`config.mk`:
```
export PLATFORM = sky130hd
export DESIGN_NAME = ship_motion
export DESIGN_NICKNAME = d
export VERILOG_FILES = /design/src/rtl/ship_pkg.sv /design/src/rtl/ship_motion_vsync_edge.sv /design/src/rtl/ship_motion.sv
export SDC_FILE = /design/constraint.sdc
export NUM_CORES = 1
export LEC_CHECK = 0
export BUFFER_PORTS_ARGS = -buffer_cell sky130_fd_sc_hd__buf_4
export CAP_MARGIN = 0
export CORE_UTILIZATION = 49
export CTS_CLUSTER_SIZE = 30
export DETAILED_ROUTE_END_ITERATION = 6
export PLACE_DENSITY = 0.77
export SYNTH_ARGS = -nofsm -noshare
export SYNTH_HDL_FRONTEND = slang
export SYNTH_SLANG_ARGS = --single-unit
```
`constraint.sdc`:
```
create_clock -name Clk -period 2.35 [get_ports Clk]
set_clock_uncertainty 0.05 [all_clocks]
set_input_delay 0.235 -clock Clk [delete_from_list [all_inputs] [get_ports Clk]]
set_output_delay 0.235 -clock Clk [all_outputs]
set_load 0.01 [all_outputs]
```
`src/rtl/ship_pkg.sv`:
```
// Shared types and helpers for the ship/enemy/bullet movers: headings,
// keycodes, heading-to-vector mapping and single-axis toroidal stepping.
package ship_pkg;

  typedef enum logic [2:0] {
    UP         = 3'd0,
    UP_RIGHT   = 3'd1,
    RIGHT      = 3'd2,
    DOWN_RIGHT = 3'd3,
    DOWN       = 3'd4,
    DOWN_LEFT  = 3'd5,
    LEFT       = 3'd6,
    UP_LEFT    = 3'd7
  } dir_t;

  // Screen coordinates: +dx is right, +dy is down.
  typedef struct packed {
    logic signed [1:0] dx;
    logic signed [1:0] dy;
  } vec_t;

  localparam logic [7:0] KEY_W = 8'h1A;
  localparam logic [7:0] KEY_A = 8'h04;
  localparam logic [7:0] KEY_S = 8'h16;
  localparam logic [7:0] KEY_D = 8'h07;

  function automatic vec_t dir_to_vec(input dir_t d);
    vec_t v;
    v.dx = 2'sd0;
    v.dy = 2'sd0;
    case (d)
      UP:         begin v.dx =  2'sd0; v.dy = -2'sd1; end
      UP_RIGHT:   begin v.dx =  2'sd1; v.dy = -2'sd1; end
      RIGHT:      begin v.dx =  2'sd1; v.dy =  2'sd0; end
      DOWN_RIGHT: begin v.dx =  2'sd1; v.dy =  2'sd1; end
      DOWN:       begin v.dx =  2'sd0; v.dy =  2'sd1; end
      DOWN_LEFT:  begin v.dx = -2'sd1; v.dy =  2'sd1; end
      LEFT:       begin v.dx = -2'sd1; v.dy =  2'sd0; end
      UP_LEFT:    begin v.dx = -2'sd1; v.dy = -2'sd1; end
      default:    begin v.dx =  2'sd0; v.dy =  2'sd0; end
    endcase
    return v;
  endfunction

  // Only meaningful for a non-zero vector; callers gate on that.
  function automatic dir_t vec_to_dir(input vec_t v);
    logic [3:0] bits;
    dir_t       d;
    bits = v;
    case (bits)
      4'b0011: d = UP;
      4'b0111: d = UP_RIGHT;
      4'b0100: d = RIGHT;
      4'b0101: d = DOWN_RIGHT;
      4'b0001: d = DOWN;
      4'b1101: d = DOWN_LEFT;
      4'b1100: d = LEFT;
      4'b1111: d = UP_LEFT;
      default: d = UP;
    endcase
    return d;
  endfunction

  // Move one axis by +/-step with wrap into [lo, hi]. The decrement path adds
  // the span before subtracting so the 11-bit intermediate never underflows.
  function automatic logic [9:0] axis_step(input logic [10:0]       pos,
                                           input logic signed [1:0] d,
                                           input logic [10:0]       lo,
                                           input logic [10:0]       hi,
                                           input logic [10:0]       step);
    logic [10:0] span;
    logic [10:0] res;
    span = hi - lo + 11'd1;
    res  = pos;
    if (d == 2'sd1) begin
      res = pos + step;
      if (res > hi) res = res - span;
    end else if (d == -2'sd1) begin
      if (pos < lo + step) res = pos + span - step;
      else                 res = pos - step;
    end
    return res[9:0];
  endfunction

endpackage

```
`src/rtl/ship_motion_vsync_edge.sv`:
```
// Brings the (possibly asynchronous) vsync strobe into the Clk domain and
// turns each rising edge into a one-cycle frame_tick.
module vsync_edge (
  input  logic clk,
  input  logic rst_n,
  input  logic frame_clk,
  output logic frame_tick
);

  logic s1;
  logic s2;
  logic s3;

  // Flops reset high so a vsync already high at reset release is not an edge.
  always_ff @(posedge clk or negedge rst_n) begin
    if (!rst_n) begin
      s1         <= 1'b1;
      s2         <= 1'b1;
      s3         <= 1'b1;
      frame_tick <= 1'b0;
    end else begin
      s1         <= frame_clk;
      s2         <= s1;
      s3         <= s2;
      frame_tick <= s2 & ~s3;
    end
  end

endmodule

```
`src/rtl/ship_motion.sv`:
```
// Player-ship position/heading controller: WASD keys steer one of 8 headings,
// the ship advances STEP pixels per frame and wraps at the screen edges.
module ship_motion
  import ship_pkg::*;
#(
  parameter int X_MIN   = 0,
  parameter int X_MAX   = 639,
  parameter int Y_MIN   = 0,
  parameter int Y_MAX   = 479,
  parameter int X_START = 320,
  parameter int Y_START = 240,
  parameter int STEP    = 2,
  parameter int SIZE    = 4
) (
  input  logic       Clk,
  input  logic       Reset_n,
  input  logic       frame_clk,
  input  logic       enable,
  input  logic [7:0] keycode0,
  input  logic [7:0] keycode1,
  output logic [9:0] ShipX,
  output logic [9:0] ShipY,
  output logic [9:0] Ship_size,
  output logic [2:0] heading,
  output logic       frame_tick
);

  localparam logic [10:0] X_LO   = 11'(X_MIN);
  localparam logic [10:0] X_HI   = 11'(X_MAX);
  localparam logic [10:0] Y_LO   = 11'(Y_MIN);
  localparam logic [10:0] Y_HI   = 11'(Y_MAX);
  localparam logic [10:0] STEP_W = 11'(STEP);

  dir_t       heading_q;
  vec_t       key_vec;
  logic       key_move;
  logic       key_up;
  logic       key_down;
  logic       key_left;
  logic       key_right;
  vec_t       move_vec;
  logic [9:0] next_x;
  logic [9:0] next_y;

  vsync_edge u_vsync_edge (
    .clk        (Clk),
    .rst_n      (Reset_n),
    .frame_clk  (frame_clk),
    .frame_tick (frame_tick)
  );

  always_comb begin
    key_up    = (keycode0 == KEY_W) || (keycode1 == KEY_W);
    key_down  = (keycode0 == KEY_S) || (keycode1 == KEY_S);
    key_left  = (keycode0 == KEY_A) || (keycode1 == KEY_A);
    key_right = (keycode0 == KEY_D) || (keycode1 == KEY_D);

    key_vec.dx = 2'sd0;
    key_vec.dy = 2'sd0;
    if (key_right && !key_left)      key_vec.dx =  2'sd1;
    else if (key_left && !key_right) key_vec.dx = -2'sd1;
    if (key_down && !key_up)         key_vec.dy =  2'sd1;
    else if (key_up && !key_down)    key_vec.dy = -2'sd1;

    key_move = (key_vec.dx != 2'sd0) || (key_vec.dy != 2'sd0);
  end

  // No keys (or cancelling keys) keeps the last heading: the ship never stops.
  always_ff @(posedge Clk or negedge Reset_n) begin
    if (!Reset_n)      heading_q <= UP;
    else if (key_move) heading_q <= vec_to_dir(key_vec);
  end

  // Motion reads the registered heading, so a key change landing on the same
  // cycle as a tick only takes effect from the next frame.
  always_comb begin
    move_vec = dir_to_vec(heading_q);
    next_x   = axis_step({1'b0, ShipX}, move_vec.dx, X_LO, X_HI, STEP_W);
    next_y   = axis_step({1'b0, ShipY}, move_vec.dy, Y_LO, Y_HI, STEP_W);
  end

  always_ff @(posedge Clk or negedge Reset_n) begin
    if (!Reset_n) begin
      ShipX <= 10'(X_START);
      ShipY <= 10'(Y_START);
    end else if (frame_tick && enable) begin
      ShipX <= next_x;
      ShipY <= next_y;
    end
  end

  assign heading   = heading_q;
  assign Ship_size = 10'(SIZE);

endmodule

```
==> summary.txt <==
Most used DFF post-synth -> dfrtp_1
MaxCap Viol Count -> 0
Total GRT Usage -> 20.8%
RSZ-0062 raised after global routing -> yes
Crit path kind -> reg2reg
Share of cells above drive strength 1 -> 32.4%
Post-Syn Instances -> 278
Worst min path class -> reg2reg
Status -> finished clean
Die X-Extent -> 69.8 um
Detailed Routing Iterations Pass 1 -> 4
Filler Cells Inserted -> 376
Max_slew headroom -> 62.8%
Nets -> 360
CTS Buf Count -> 3
Synthesized area -> 2250 um^2
CP Launch Type -> flip-flop
Clk root buf -> clkbuf_8
I/O Pins -> 54
Critical Path End Type -> flip-flop
Register area share after synthesis -> 28.3%
Final period util -> 96.2%
Async SR Flop Fraction -> 100%
Arr. time, crit path -> 2.40 ns
Antenna viol nets, final -> 0
Buffers added on ports -> 41
TritonCTS clock tree -> built
Total detailed-routing wirelength -> 5130 um
Clock buffer depth -> 2
Top sig layer -> met4
Initial DRC count -> 158
Met1 wire length -> 2340 um
Pwr per Cell Area -> 989 nW/um^2
Via/cell ratio -> 5.72
Pleak -> 1.18 nW
Die area -> 4870 um^2
H-Tree Depth -> 1
Maximum fanout along the worst path -> 4
Number of synthesized flops with an enable pin -> 0
Critical Path RT -> 2.49 ns
Clock slew at reported path FFs -> 0.09 ns
Largest net degree at the start of global routing -> 26
DP Wirelength -> 3890 um
Core area -> 4380 um^2
Vias in the first global route -> 1943
Drt wl/cell -> 13.4 um
Seq cells post-synth -> 25
Antenna cells -> 0
Met2 Routed Length -> 2500 um
Vias -> 2186
Row count -> 24
Synthesis-to-layout area growth -> 24.2%
Finished Cell Area -> 2800 um^2
# DRC -> 0
Hold violation count in the final report -> 0
Minimum hold slack -> 0.313 ns
Die Ht -> 69.8 um
Synth cell types -> 59
Antenna violations before repair -> 0
Final setup fails -> 0
Worst-Skew Late Latency -> 0.28 ns
Num Clock Sinks -> 25
Setup slack after layout -> 0.0891 ns
First-pass GRT wire length -> 8450 um
Synth warnings -> 0
Final Wtd Congestion -> 0.833
Finished Core Util -> 63.8%
TNS Setup -> 0 ns
Final Max Slew Viols -> 0
Post-Syn Area per Cell -> 8.10 um^2
WL met3 -> 270 um
Cell Area, Placed -> 2690 um^2
Initial Util -> 51.4%
Pre-CTS setup slack -> -0.0285 ns
Least-Margin Pin Slew -> 0.554 ns
Post-layout min period -> 2.26 ns
Max IR drop VDD -> 0.483 mV
Total grt overflow -> 0
FMAX -> 0.442 GHz
## cells by family (layout without fill, tap and decap cells)
logic type / after synthesis / in the layout / synth area share (%)
other cells: 2 / 12 / 0.333
flops: 25 / 25 / 28.3
compound gates: 67 / 67 / 20.2
fa+ha+maj: 9 / 9 / 5.00
simple gates: 106 / 106 / 25.4
xor+xnor: 19 / 19 / 7.39
buf+inv: 43 / 85 / 10.2
mux: 7 / 7 / 3.22
## power breakdown
group | internal, W | switching (W) | total, W
combinational | 0.000817 | 0.000874 | 0.00169
sequential | 0.000610 | 0.000194 | 0.000804
clock | 0.000119 | 0.000151 | 0.000270
total | 0.00155 | 0.00122 | 0.00276
## critical path, cell delays in order, from the launching register on
cell and delay [ns]:
dfrtp_2 0.44, ha_1 0.23, nand3_1 0.13, xnor2_2 0.10, ha_2 0.19, or2_2 0.29
nand3_1 0.10, a21oi_2 0.07, nor2_2 0.23, mux2i_1 0.23, o311ai_1 0.11
## final timing paths
check	slack (ns)	cells past startpoint	to	startpoint
worst max-delay path	0.09	10	ShipY[5]$_DFFE_PN1P_	ShipY[1]$_DFFE_PN0P_
worst min-delay path	0.31	0	u_vsync_edge.s2$_DFF_PN1_	u_vsync_edge.s1$_DFF_PN1_
worst max register to register	0.09	10	ShipY[5]$_DFFE_PN1P_	ShipY[1]$_DFFE_PN0P_
worst min register to register	0.31	0	u_vsync_edge.s2$_DFF_PN1_	u_vsync_edge.s1$_DFF_PN1_
max in group asynchronous	1.61	2	ShipY[5]$_DFFE_PN1P_	Reset_n
min in group asynchronous	0.34	2	ShipX[9]$_DFFE_PN0P_	Reset_n
## sequential cells by signal, summed over array words and instances, names as in the netlist
| signal | flops |
|---|---|
| ShipX | 9 |
| ShipY | 9 |
| heading | 3 |
| u_vsync_edge.frame_tick | 1 |
| u_vsync_edge.s1 | 1 |
| u_vsync_edge.s2 | 1 |
| u_vsync_edge.s3 | 1 |
## layer usage
metal	up-vias	track usage, %
li1	1085	-
met1	1026	27.8
met2	72	36.2
met3	3	2.91
met4	0	3.33
met5	-	0
## placed cells by master, fill, tap and decap left out, types with 2 or more instances in the layout
| cell type | instances |
|---|---|
| and3_1 | 4 |
| nand3_1 | 8 |
| o21ai_1 | 5 |
| mux2_2 | 2 |
| ha_1 | 7 |
| and2_1 | 4 |
| nand2_1 | 25 |
| a31oi_1 | 6 |
| clkbuf_8 | 3 |
| a22oi_1 | 2 |
| or3b_1 | 2 |
| nor2_1 | 18 |
| dfrtp_1 | 14 |
| buf_4 | 68 |
| mux2i_1 | 5 |
| inv_1 | 10 |
| dfrtp_2 | 2 |
| nor2_2 | 3 |
| nand2b_1 | 5 |
| dfstp_2 | 9 |
| a21o_1 | 2 |
| nor4_1 | 6 |
| o2111ai_1 | 4 |
| o21ai_0 | 10 |
| nor3_1 | 6 |
| o31ai_1 | 2 |
| conb_1 | 12 |
| or3_1 | 8 |
| nand4_1 | 3 |
| xor2_1 | 9 |
| a21oi_1 | 13 |
| nor2b_1 | 2 |
| xnor2_1 | 9 |
| a21oi_2 | 2 |
| dlygate4sd3_1 | 2 |
| or2_2 | 2 |
| nand3b_1 | 3 |
| ha_2 | 2 |
| o221ai_1 | 2 |
## cells in the mapped netlist (all sizes together), types with 2 or more instances
cell     instances  area, um^2
mux2             2        22.5
inv             11        41.3
and4             2        18.8
nor3             6        30.0
a31oi            6        37.5
a22oi            3        22.5
nand3            8        40.0
and2             4        25.0
nand3b           3        22.5
nand2b           6        37.5
o2111ai          5        43.8
nor4             7        58.8
buf             23         155
ha               9         113
o31ai            3        22.5
clkbuf           9        33.8
a21oi           15        78.8
a21o             2        15.0
o21ai           15        75.1
conb             2        7.51
nor2            21        81.3
xor2             9        78.8
dfrtp           16         400
or3b             2        17.5
nand4            3        18.8
mux2i            5        50.1
o22ai            2        12.5
nand2           25        93.8
and3             4        25.0
nor2b            2        12.5
o221ai           2        17.5
xnor2           10        87.6
or2              2        12.5
dfstp            9         236
or3              8        50.1
## timing repair
action                                  CTS  global route
setup buffers                             0             1
gates resized for setup                   0             7
endpoints found under the setup margin    0             5
hold endpoints to repair                 16             1
hold buffers                              1             1
## area by class of cell
| type | count | area (um^2) | area share (%) |
|---|---|---|---|
| Clock buffer | 3 | 41.3 | 1.48 |
| Clock inverter | 1 | 5.00 | 0.179 |
| Inverter | 11 | 41.3 | 1.48 |
| Multi-Input combinational cell | 220 | 1470 | 52.7 |
| Sequential cell | 25 | 639 | 22.9 |
| Tap cell | 52 | 65.1 | 2.33 |
| Timing Repair Buffer | 70 | 531 | 19.0 |
## through the flow
| stage | total power [W] | instances |
|---|---|---|
| after global routing | 0.00298 | 382 |
| after CTS | 0.00272 | 380 |
| after global placement | 0.00241 | 375 |
| final | 0.00276 | 382 |
| after floorplan | 0.00182 | 288 |
| after detailed placement | 0.00244 | 375 |
(Power assumes the default switching activity.)
